**config.mk**
```make
export PLATFORM = sky130hd
export DESIGN_NAME = reg_bank_write_arbiter_flat
export DESIGN_NICKNAME = d
export VERILOG_FILES = /design/src/rtl/reg_bank_write_arbiter_pkg.sv /design/src/rtl/reg_bank_write_arbiter_if.sv /design/src/rtl/reg_bank_write_arbiter_rr_pick.sv /design/src/rtl/reg_bank_write_arbiter.sv /design/src/flat_wrapper.sv
export SDC_FILE = /design/constraint.sdc
export NUM_CORES = 1
export LEC_CHECK = 0
export BUFFER_PORTS_ARGS = -buffer_cell sky130_fd_sc_hd__buf_2
export CAP_MARGIN = 20
export CORE_MARGIN = 5
export CORE_UTILIZATION = 36
export DETAILED_ROUTE_END_ITERATION = 10
export GPL_TIMING_DRIVEN = 0
export PLACE_DENSITY = 0.66
export SETUP_SLACK_MARGIN = 0.15
export SYNTH_ARGS = -nofsm -noshare
export SYNTH_HDL_FRONTEND = slang
export SYNTH_SLANG_ARGS = --single-unit
```
**constraint.sdc**
```tcl
create_clock -name CLK -period 4.9 [get_ports CLK]
set_clock_uncertainty 0.05 [all_clocks]
set_input_delay 0 -clock CLK [delete_from_list [all_inputs] [get_ports CLK]]
set_output_delay 0 -clock CLK [all_outputs]
set_load 0.1 [all_outputs]
```
**src/rtl/reg_bank_write_arbiter_pkg.sv**
```systemverilog
// -----------------------------------------------------------------------------
// reg_arb_pkg
// Shared definitions for the register-bank write arbiter:
//   - arb_state_e : arbiter FSM states (IDLE / GRANT / HOLD)
//   - DEF_*       : default parameter values
//   - rot_right   : rotates a requester mask so the current priority holder
//                   lands on bit 0
// Optional feature macro used by the files that import this package:
// ARB_LOCK_EN (lock / HOLD support).
// -----------------------------------------------------------------------------
package reg_arb_pkg;

    typedef enum logic [1:0] {
        IDLE  = 2'd0,
        GRANT = 2'd1,
        HOLD  = 2'd2
    } arb_state_e;

    localparam int DEF_NREQ = 4;
    localparam int DEF_DW   = 8;
    localparam int DEF_AW   = 2;

    // Upper bound on NREQ; masks are carried at this width inside rot_right.
    localparam int MAX_NREQ = 8;

    // Rotate the low n bits of v right by amt (amt < n). Bits at or above n
    // are returned as 0. After rotation, bit k corresponds to requester
    // (amt + k) mod n.
    function automatic logic [MAX_NREQ-1:0] rot_right(input logic [MAX_NREQ-1:0] v,
                                                      input int amt,
                                                      input int n);
        logic [MAX_NREQ-1:0] r;
        int src;
        r = '0;
        for (int i = 0; i < MAX_NREQ; i++) begin
            if (i < n) begin
                src = i + amt;
                if (src >= n) begin
                    src = src - n;
                end
                r[i] = v[src[2:0]];
            end
        end
        return r;
    endfunction

endpackage

```
**src/rtl/reg_bank_write_arbiter_if.sv**
```systemverilog
// -----------------------------------------------------------------------------
// reg_bank_write_arbiter_if
// Bundles the requester side and bank side of the write arbiter.
//   REQ   [NREQ]      per-requester write request (level)
//   ADDR  [NREQ*AW]   per-requester target address, requester i at [i*AW +: AW]
//   WDATA [NREQ*DW]   per-requester write data,     requester i at [i*DW +: DW]
//   LOCK  [NREQ]      per-requester lock request (only with ARB_LOCK_EN)
//   GNT   [NREQ]      one-hot registered grant pulse
//   E_OUT [2^AW]      one-hot registered bank enable
//   D_OUT [DW]        registered bank write data
//   BUSY              high while the arbiter is locked in HOLD
// Modports: master = requesters/bank (drives requests), slave = arbiter.
// Optional feature macro: ARB_LOCK_EN.
// -----------------------------------------------------------------------------
interface reg_bank_write_arbiter_if
    import reg_arb_pkg::*;
#(
    parameter int NREQ = DEF_NREQ,
    parameter int DW   = DEF_DW,
    parameter int AW   = DEF_AW
);
    logic [NREQ-1:0]      REQ;
    logic [NREQ*AW-1:0]   ADDR;
    logic [NREQ*DW-1:0]   WDATA;
`ifdef ARB_LOCK_EN
    logic [NREQ-1:0]      LOCK;
`endif
    logic [NREQ-1:0]      GNT;
    logic [(1<<AW)-1:0]   E_OUT;
    logic [DW-1:0]        D_OUT;
    logic                 BUSY;

    modport master (
        output REQ, ADDR, WDATA,
`ifdef ARB_LOCK_EN
        output LOCK,
`endif
        input  GNT, E_OUT, D_OUT, BUSY
    );

    modport slave (
        input  REQ, ADDR, WDATA,
`ifdef ARB_LOCK_EN
        input  LOCK,
`endif
        output GNT, E_OUT, D_OUT, BUSY
    );

endinterface

```
**src/rtl/reg_bank_write_arbiter_rr_pick.sv**
```systemverilog
// -----------------------------------------------------------------------------
// rr_pick
// Combinational round-robin picker.
//   req_i  [NREQ]  raw requests
//   ptr_i  [PW]    requester with top priority this cycle
//   mask_i [NREQ]  requesters allowed to compete
//   gnt_o  [NREQ]  one-hot winner (0 when nothing is eligible)
//   vld_o          a winner exists
// -----------------------------------------------------------------------------
module rr_pick
    import reg_arb_pkg::*;
#(
    parameter  int NREQ = DEF_NREQ,
    localparam int PW   = $clog2(NREQ)
) (
    input  logic [NREQ-1:0] req_i,
    input  logic [PW-1:0]   ptr_i,
    input  logic [NREQ-1:0] mask_i,
    output logic [NREQ-1:0] gnt_o,
    output logic            vld_o
);

    logic [MAX_NREQ-1:0] cand;
    logic [MAX_NREQ-1:0] rot;
    int                  idx;

    always_comb begin
        cand             = '0;
        cand[NREQ-1:0]   = req_i & mask_i;
        // Rotate so bit 0 is the pointer position; the lowest set bit is then
        // the first eligible requester in scan order ptr, ptr+1, ...
        rot   = rot_right(cand, int'(ptr_i), NREQ);
        gnt_o = '0;
        vld_o = 1'b0;
        idx   = 0;
        for (int k = 0; k < NREQ; k++) begin
            if (!vld_o && rot[k]) begin
                idx = k + int'(ptr_i);
                if (idx >= NREQ) begin
                    idx = idx - NREQ;
                end
                gnt_o[idx[PW-1:0]] = 1'b1;
                vld_o              = 1'b1;
            end
        end
    end

endmodule

```
**src/rtl/reg_bank_write_arbiter.sv**
```systemverilog
// -----------------------------------------------------------------------------
// reg_bank_write_arbiter
// Round-robin arbiter sharing the write port of a 2^AW x DW register bank
// between NREQ requesters. Each edge the first requesting index at or after
// PTR (wrapping) wins; its grant, decoded bank enable and write data are
// registered and valid for exactly the following cycle.
//   CLK   system clock, rising edge
//   RST_N asynchronous active-low reset
//   bus   reg_bank_write_arbiter_if.slave (REQ/ADDR/WDATA[/LOCK] in,
//         GNT/E_OUT/D_OUT/BUSY out)
// Optional feature macro: ARB_LOCK_EN -- a winner with LOCK set keeps the
// port (HOLD state, BUSY high, PTR frozen) until it drops LOCK or REQ.
// Without it BUSY is tied low and HOLD is never entered.
// -----------------------------------------------------------------------------
module reg_bank_write_arbiter
    import reg_arb_pkg::*;
#(
    parameter int NREQ = DEF_NREQ,
    parameter int DW   = DEF_DW,
    parameter int AW   = DEF_AW
) (
    input logic                    CLK,
    input logic                    RST_N,
    reg_bank_write_arbiter_if.slave bus
);

    localparam int PW   = $clog2(NREQ);
    localparam int NREG = 1 << AW;

    arb_state_e       state_q, state_d;
    logic [PW-1:0]    ptr_q,   ptr_d;
    logic [NREQ-1:0]  gnt_q,   gnt_d;
    logic [NREG-1:0]  e_q,     e_d;
    logic [DW-1:0]    d_q,     d_d;

    logic [NREQ-1:0]  mask;
    logic [NREQ-1:0]  pick_gnt;
    logic             pick_vld;
    logic [PW-1:0]    win_idx;
    logic [AW-1:0]    win_addr;
    logic [DW-1:0]    win_data;
    logic             hold_keep;

`ifdef ARB_LOCK_EN
    logic [PW-1:0]    hold_idx_q, hold_idx_d;
`endif

    // Lock masking: while HOLD persists only the lock owner may compete.
    always_comb begin
        mask      = '1;
        hold_keep = 1'b0;
`ifdef ARB_LOCK_EN
        if (state_q == HOLD && bus.LOCK[hold_idx_q] && bus.REQ[hold_idx_q]) begin
            hold_keep            = 1'b1;
            mask                 = '0;
            mask[hold_idx_q]     = 1'b1;
        end
`endif
    end

    rr_pick #(
        .NREQ (NREQ)
    ) u_pick (
        .req_i  (bus.REQ),
        .ptr_i  (ptr_q),
        .mask_i (mask),
        .gnt_o  (pick_gnt),
        .vld_o  (pick_vld)
    );

    // Winner index, address and data mux.
    always_comb begin
        win_idx  = '0;
        win_addr = '0;
        win_data = '0;
        for (int i = 0; i < NREQ; i++) begin
            if (pick_gnt[i]) begin
                win_idx  = PW'(i);
                win_addr = bus.ADDR[i*AW +: AW];
                win_data = bus.WDATA[i*DW +: DW];
            end
        end
    end

    // Next-state and output logic.
    always_comb begin
        state_d = state_q;
        ptr_d   = ptr_q;
        gnt_d   = '0;
        e_d     = '0;
        d_d     = d_q;
`ifdef ARB_LOCK_EN
        hold_idx_d = hold_idx_q;
`endif
        if (pick_vld) begin
            gnt_d          = pick_gnt;
            e_d[win_addr]  = 1'b1;
            d_d            = win_data;
            // PTR is frozen for grants made inside a persisting lock; every
            // other grant (including the one that enters HOLD) advances it.
            if (!hold_keep) begin
                ptr_d = (win_idx == PW'(NREQ-1)) ? '0 : win_idx + PW'(1);
            end
            state_d = GRANT;
`ifdef ARB_LOCK_EN
            if (bus.LOCK[win_idx]) begin
                state_d    = HOLD;
                hold_idx_d = win_idx;
            end
`endif
        end else begin
            state_d = IDLE;
        end
    end

    always_ff @(posedge CLK or negedge RST_N) begin
        if (!RST_N) begin
            state_q <= IDLE;
            ptr_q   <= '0;
            gnt_q   <= '0;
            e_q     <= '0;
            d_q     <= '0;
        end else begin
            state_q <= state_d;
            ptr_q   <= ptr_d;
            gnt_q   <= gnt_d;
            e_q     <= e_d;
            d_q     <= d_d;
        end
    end

`ifdef ARB_LOCK_EN
    always_ff @(posedge CLK or negedge RST_N) begin
        if (!RST_N) begin
            hold_idx_q <= '0;
        end else begin
            hold_idx_q <= hold_idx_d;
        end
    end

    assign bus.BUSY = (state_q == HOLD);
`else
    assign bus.BUSY = 1'b0;
`endif

    assign bus.GNT   = gnt_q;
    assign bus.E_OUT = e_q;
    assign bus.D_OUT = d_q;

endmodule

```
**src/flat_wrapper.sv**
```systemverilog
// flat-port wrapper written by rule: the top's interface ports become plain ports
module reg_bank_write_arbiter_flat import reg_arb_pkg::*;
#(
    parameter int NREQ = DEF_NREQ,
    parameter int DW   = DEF_DW,
    parameter int AW   = DEF_AW
)
  (CLK, RST_N, bus_REQ, bus_ADDR, bus_WDATA, bus_GNT, bus_E_OUT, bus_D_OUT, bus_BUSY);
  reg_bank_write_arbiter_if #(.NREQ(NREQ), .DW(DW), .AW(AW)) bus_i ();
  input logic CLK;
  input logic RST_N;
  input wire logic [$bits(bus_i.REQ)-1:0] bus_REQ;
  input wire logic [$bits(bus_i.ADDR)-1:0] bus_ADDR;
  input wire logic [$bits(bus_i.WDATA)-1:0] bus_WDATA;
  output wire logic [$bits(bus_i.GNT)-1:0] bus_GNT;
  output wire logic [$bits(bus_i.E_OUT)-1:0] bus_E_OUT;
  output wire logic [$bits(bus_i.D_OUT)-1:0] bus_D_OUT;
  output wire logic [$bits(bus_i.BUSY)-1:0] bus_BUSY;
  assign bus_i.REQ = bus_REQ;
  assign bus_i.ADDR = bus_ADDR;
  assign bus_i.WDATA = bus_WDATA;
  assign bus_GNT = bus_i.GNT;
  assign bus_E_OUT = bus_i.E_OUT;
  assign bus_D_OUT = bus_i.D_OUT;
  assign bus_BUSY = bus_i.BUSY;
  reg_bank_write_arbiter #(.NREQ(NREQ), .DW(DW), .AW(AW)) u_core (.CLK(CLK), .RST_N(RST_N), .bus(bus_i));
endmodule
```
==> results.py <==
metrics = {
    "placed_design": {
        "portBuffers": 61,
        "gp_congestion": 0.907,
        "placed_area_um2": 1660,
        "dp_hpwl_um": 3060,
    },
    "finish": {
        "drive_above_1_share": 0.367,
        "fin_area_um2": 1960,
        "final.fill_count": 310,
        "final_nets": 279,
        "n_antenna_cell": 0,
        "area_growth_pct": 50.8,
    },
    "synth": {
        "syn_inst": 135,
        "syn_nets": 187,
        "ys_seq_elements": 18,
        "synth_cell_types": 46,
        "async_flop_share": 1.00,
        "ys_seq_area_frac": 0.347,
        "synth_ff_type": "dfrtp_1",
        "avgSynthCellArea_um2": 9.61,
        "synth_edf_count": 0,
        "yosys_warnings": 0,
        "syn-cell-area_um2": 1300,
    },
    "route": {
        "dr_total_vias": 1491,
        "viasPerCell": 5.48,
        "detail_route.wl_per_cell_um": 16.1,
        "drc": 0,
        "antenna_left": 0,
        "drt_wl_total_um": 4390,
        "drtPass1Iterations": 5,
        "drt_iter0_drc": 129,
    },
    "clocking": {
        "cts_resized": 0,
        "cts_max_level": 1,
        "clock-root-buffer": "clkbuf_4",
        "cts-buffers-inserted": 3,
        "clockBufferDepth": 2,
        "clk_latency_ns": 0.29,
        "clkSlewWorstSetupHoldPaths_ns": 0.11,
        "cts_sinks": 18,
        "cts_tree": "done",
    },
    "floorplan": {
        "rows": 21,
        "initial_core_util": 0.380,
        "dieArea_um2": 4900,
        "io_pins": 63,
        "core_um2": 3420,
        "fp.dieW_um": 70.0,
        "die_y_um": 70.0,
    },
    "global_routing": {
        "grt-ovfl-total": 0,
        "antenna_found_initial": 0,
        "grt_pass1_vias": 1597,
        "grt_max_degree": 19,
        "grtUsageTotal": 0.181,
        "grt_pass1_wl_um": 7330,
    },
    "hold_path": {
        "holdCritPathClass": "in -> reg",
    },
    "worst_setup_path": {
        "startpoint_type": "register",
        "path_delay_family": "buffers and inverters",
        "crit_path_end_kind": "register",
        "path_max_fanout": 10,
        "crit_chain": "buf_6, inv_1, ha_1, mux4_2, nand2_1, a21oi_1, or4_4, buf_6, nor2_1, a222oi_1, dlygate4sd3_1, o21ai_1, dlygate4sd3_1",
        "crit_buf_inv": 5,
        "critical_path_arrival_ns": 4.65,
        "crit_required_ns": 5.09,
        "cp_slowest_cell": "dlygate4sd3_1",
        "critPathKind": "reg -> reg",
        "max_stage_delay_ns": 0.61,
    },
    "status": {
        "status": "complete, no violations",
    },
    "sta": {
        "fin_tns_setup_ns": 0,
        "tightest_slew_ns": 0.859,
        "period_share": 0.910,
        "hold_viol_final": 0,
        "fmax_mhz": 224,
        "min_period_ns": 4.46,
        "rsz0062_at_grt": "false",
        "maxSlewViolCount": 0,
        "final-setup-viol-count": 0,
        "slew-limit-headroom": 0.422,
    },
    "flow_run": {
        "drv_cap": 0,
    },
}
registers in the layout (all words and copies together) (netlist names):
signal and flops:
u_core.bus.D_OUT 8, u_core.bus.E_OUT 4, u_core.bus.GNT 4, u_core.ptr_q 2
Yosys cell counts, types with 3 or more instances:
library cell,instances,area [um2]
dfrtp_1,18,450
and2_1,3,18.8
a222oi_1,8,80.1
o21ai_0,3,15.0
a21oi_1,3,15.0
o21ai_1,8,40.0
mux2i_2,3,41.3
nor3b_1,6,45.0
o31ai_1,3,22.5
a22oi_1,9,67.6
nor2_1,5,18.8
nand2_1,9,33.8
ha_1,6,75.1
inv_1,6,22.5
cells in the final DEF, fill, tap and decap left out, drive strengths merged, types with 3 or more instances in the layout:
cell and instances:
buf 67, dlygate4sd3 26, dfrtp 18, o21ai 11, nand2 9, a22oi 9
a222oi 8, inv 8, nor3b 6, ha 6, clkbuf 6, nor2 5
mux2i 4, and2 4, a21oi 3, o31ai 3, a221oi 3
worst register-to-register path: stages (launching register included):
cell and delay [ns]:
dfrtp_1 0.47, buf_6 0.18, inv_1 0.09, ha_1 0.41, mux4_2 0.41, nand2_1 0.12, a21oi_1 0.09, or4_4 0.54
buf_6 0.15, nor2_1 0.47, a222oi_1 0.15, dlygate4sd3_1 0.61, o21ai_1 0.09, dlygate4sd3_1 0.57
final timing paths:
path	from	to	slack, ns	cells past startpoint
worst min-delay path	bus_ADDR[1]	u_core.bus.E_OUT[1]	0.04	4
min in group asynchronous	RST_N	u_core.bus.D_OUT[7]	0.11	2
worst min register to register	u_core.ptr_q[1]	u_core.ptr_q[1]	0.62	2
worst max-delay path	u_core.ptr_q[0]	u_core.bus.D_OUT[1]	0.44	13
worst max register to register	u_core.ptr_q[0]	u_core.bus.D_OUT[1]	0.44	13
max in group asynchronous	RST_N	u_core.bus.D_OUT[2]	4.41	2
cells by family after synthesis:
kind of cell               count (synthesis)  synth area share
buffers and inverters                     16            0.0627
muxes                                      7            0.0743
adders and majority gates                  6            0.0579
and+or+nand+nor                           40             0.183
DFF                                       18             0.347
AOI/OAI and AO/OA                         47             0.272
other                                      1           0.00289
metrics by stage:
stage / std cells / setup WS, ns / util / hold WS (ns)
floorplan: 135 / 1.97 / - / -0.346
CTS: 272 / 0.549 / 0.573 / 0.0364
detailed placement: 242 / 1.62 / 0.486 / -0.0952
finish: 272 / 0.441 / 0.573 / 0.0442
global route: 272 / 0.160 / 0.573 / 0.0556
global placement: 242 / 1.67 / 0.486 / -0.110
what timing repair did:
action / 4_1_cts / 5_1_grt
hold endpoints to repair: 28 / 0
hold buffers: 26 / 0
setup buffers: 0 / 0
layer usage:
| layer | vias up | track usage | part of all wire |
|---|---|---|---|
| met5 | - | 0 | 0 |
| met4 | 0 | 0.0660 | 0.017 |
| met3 | 10 | 0.0516 | 0.064 |
| met2 | 67 | 0.316 | 0.51 |
| met1 | 710 | 0.209 | 0.41 |
| li1 | 704 | - | - |
cell type report:
class                   instances  area, um2  area share
plain buffers                   8       51.3      0.0262
clock buffers                   4       36.3      0.0185
inverters                       8       30.0      0.0153
multi-input cells             101        766       0.391
flip-flops and latches         18        450       0.230
well taps                      46       57.6      0.0294
repair buffers                 87        566       0.289
Power is not shown: default switching activity piles up to over one toggle a cycle in this logic, so the estimate is an artifact.
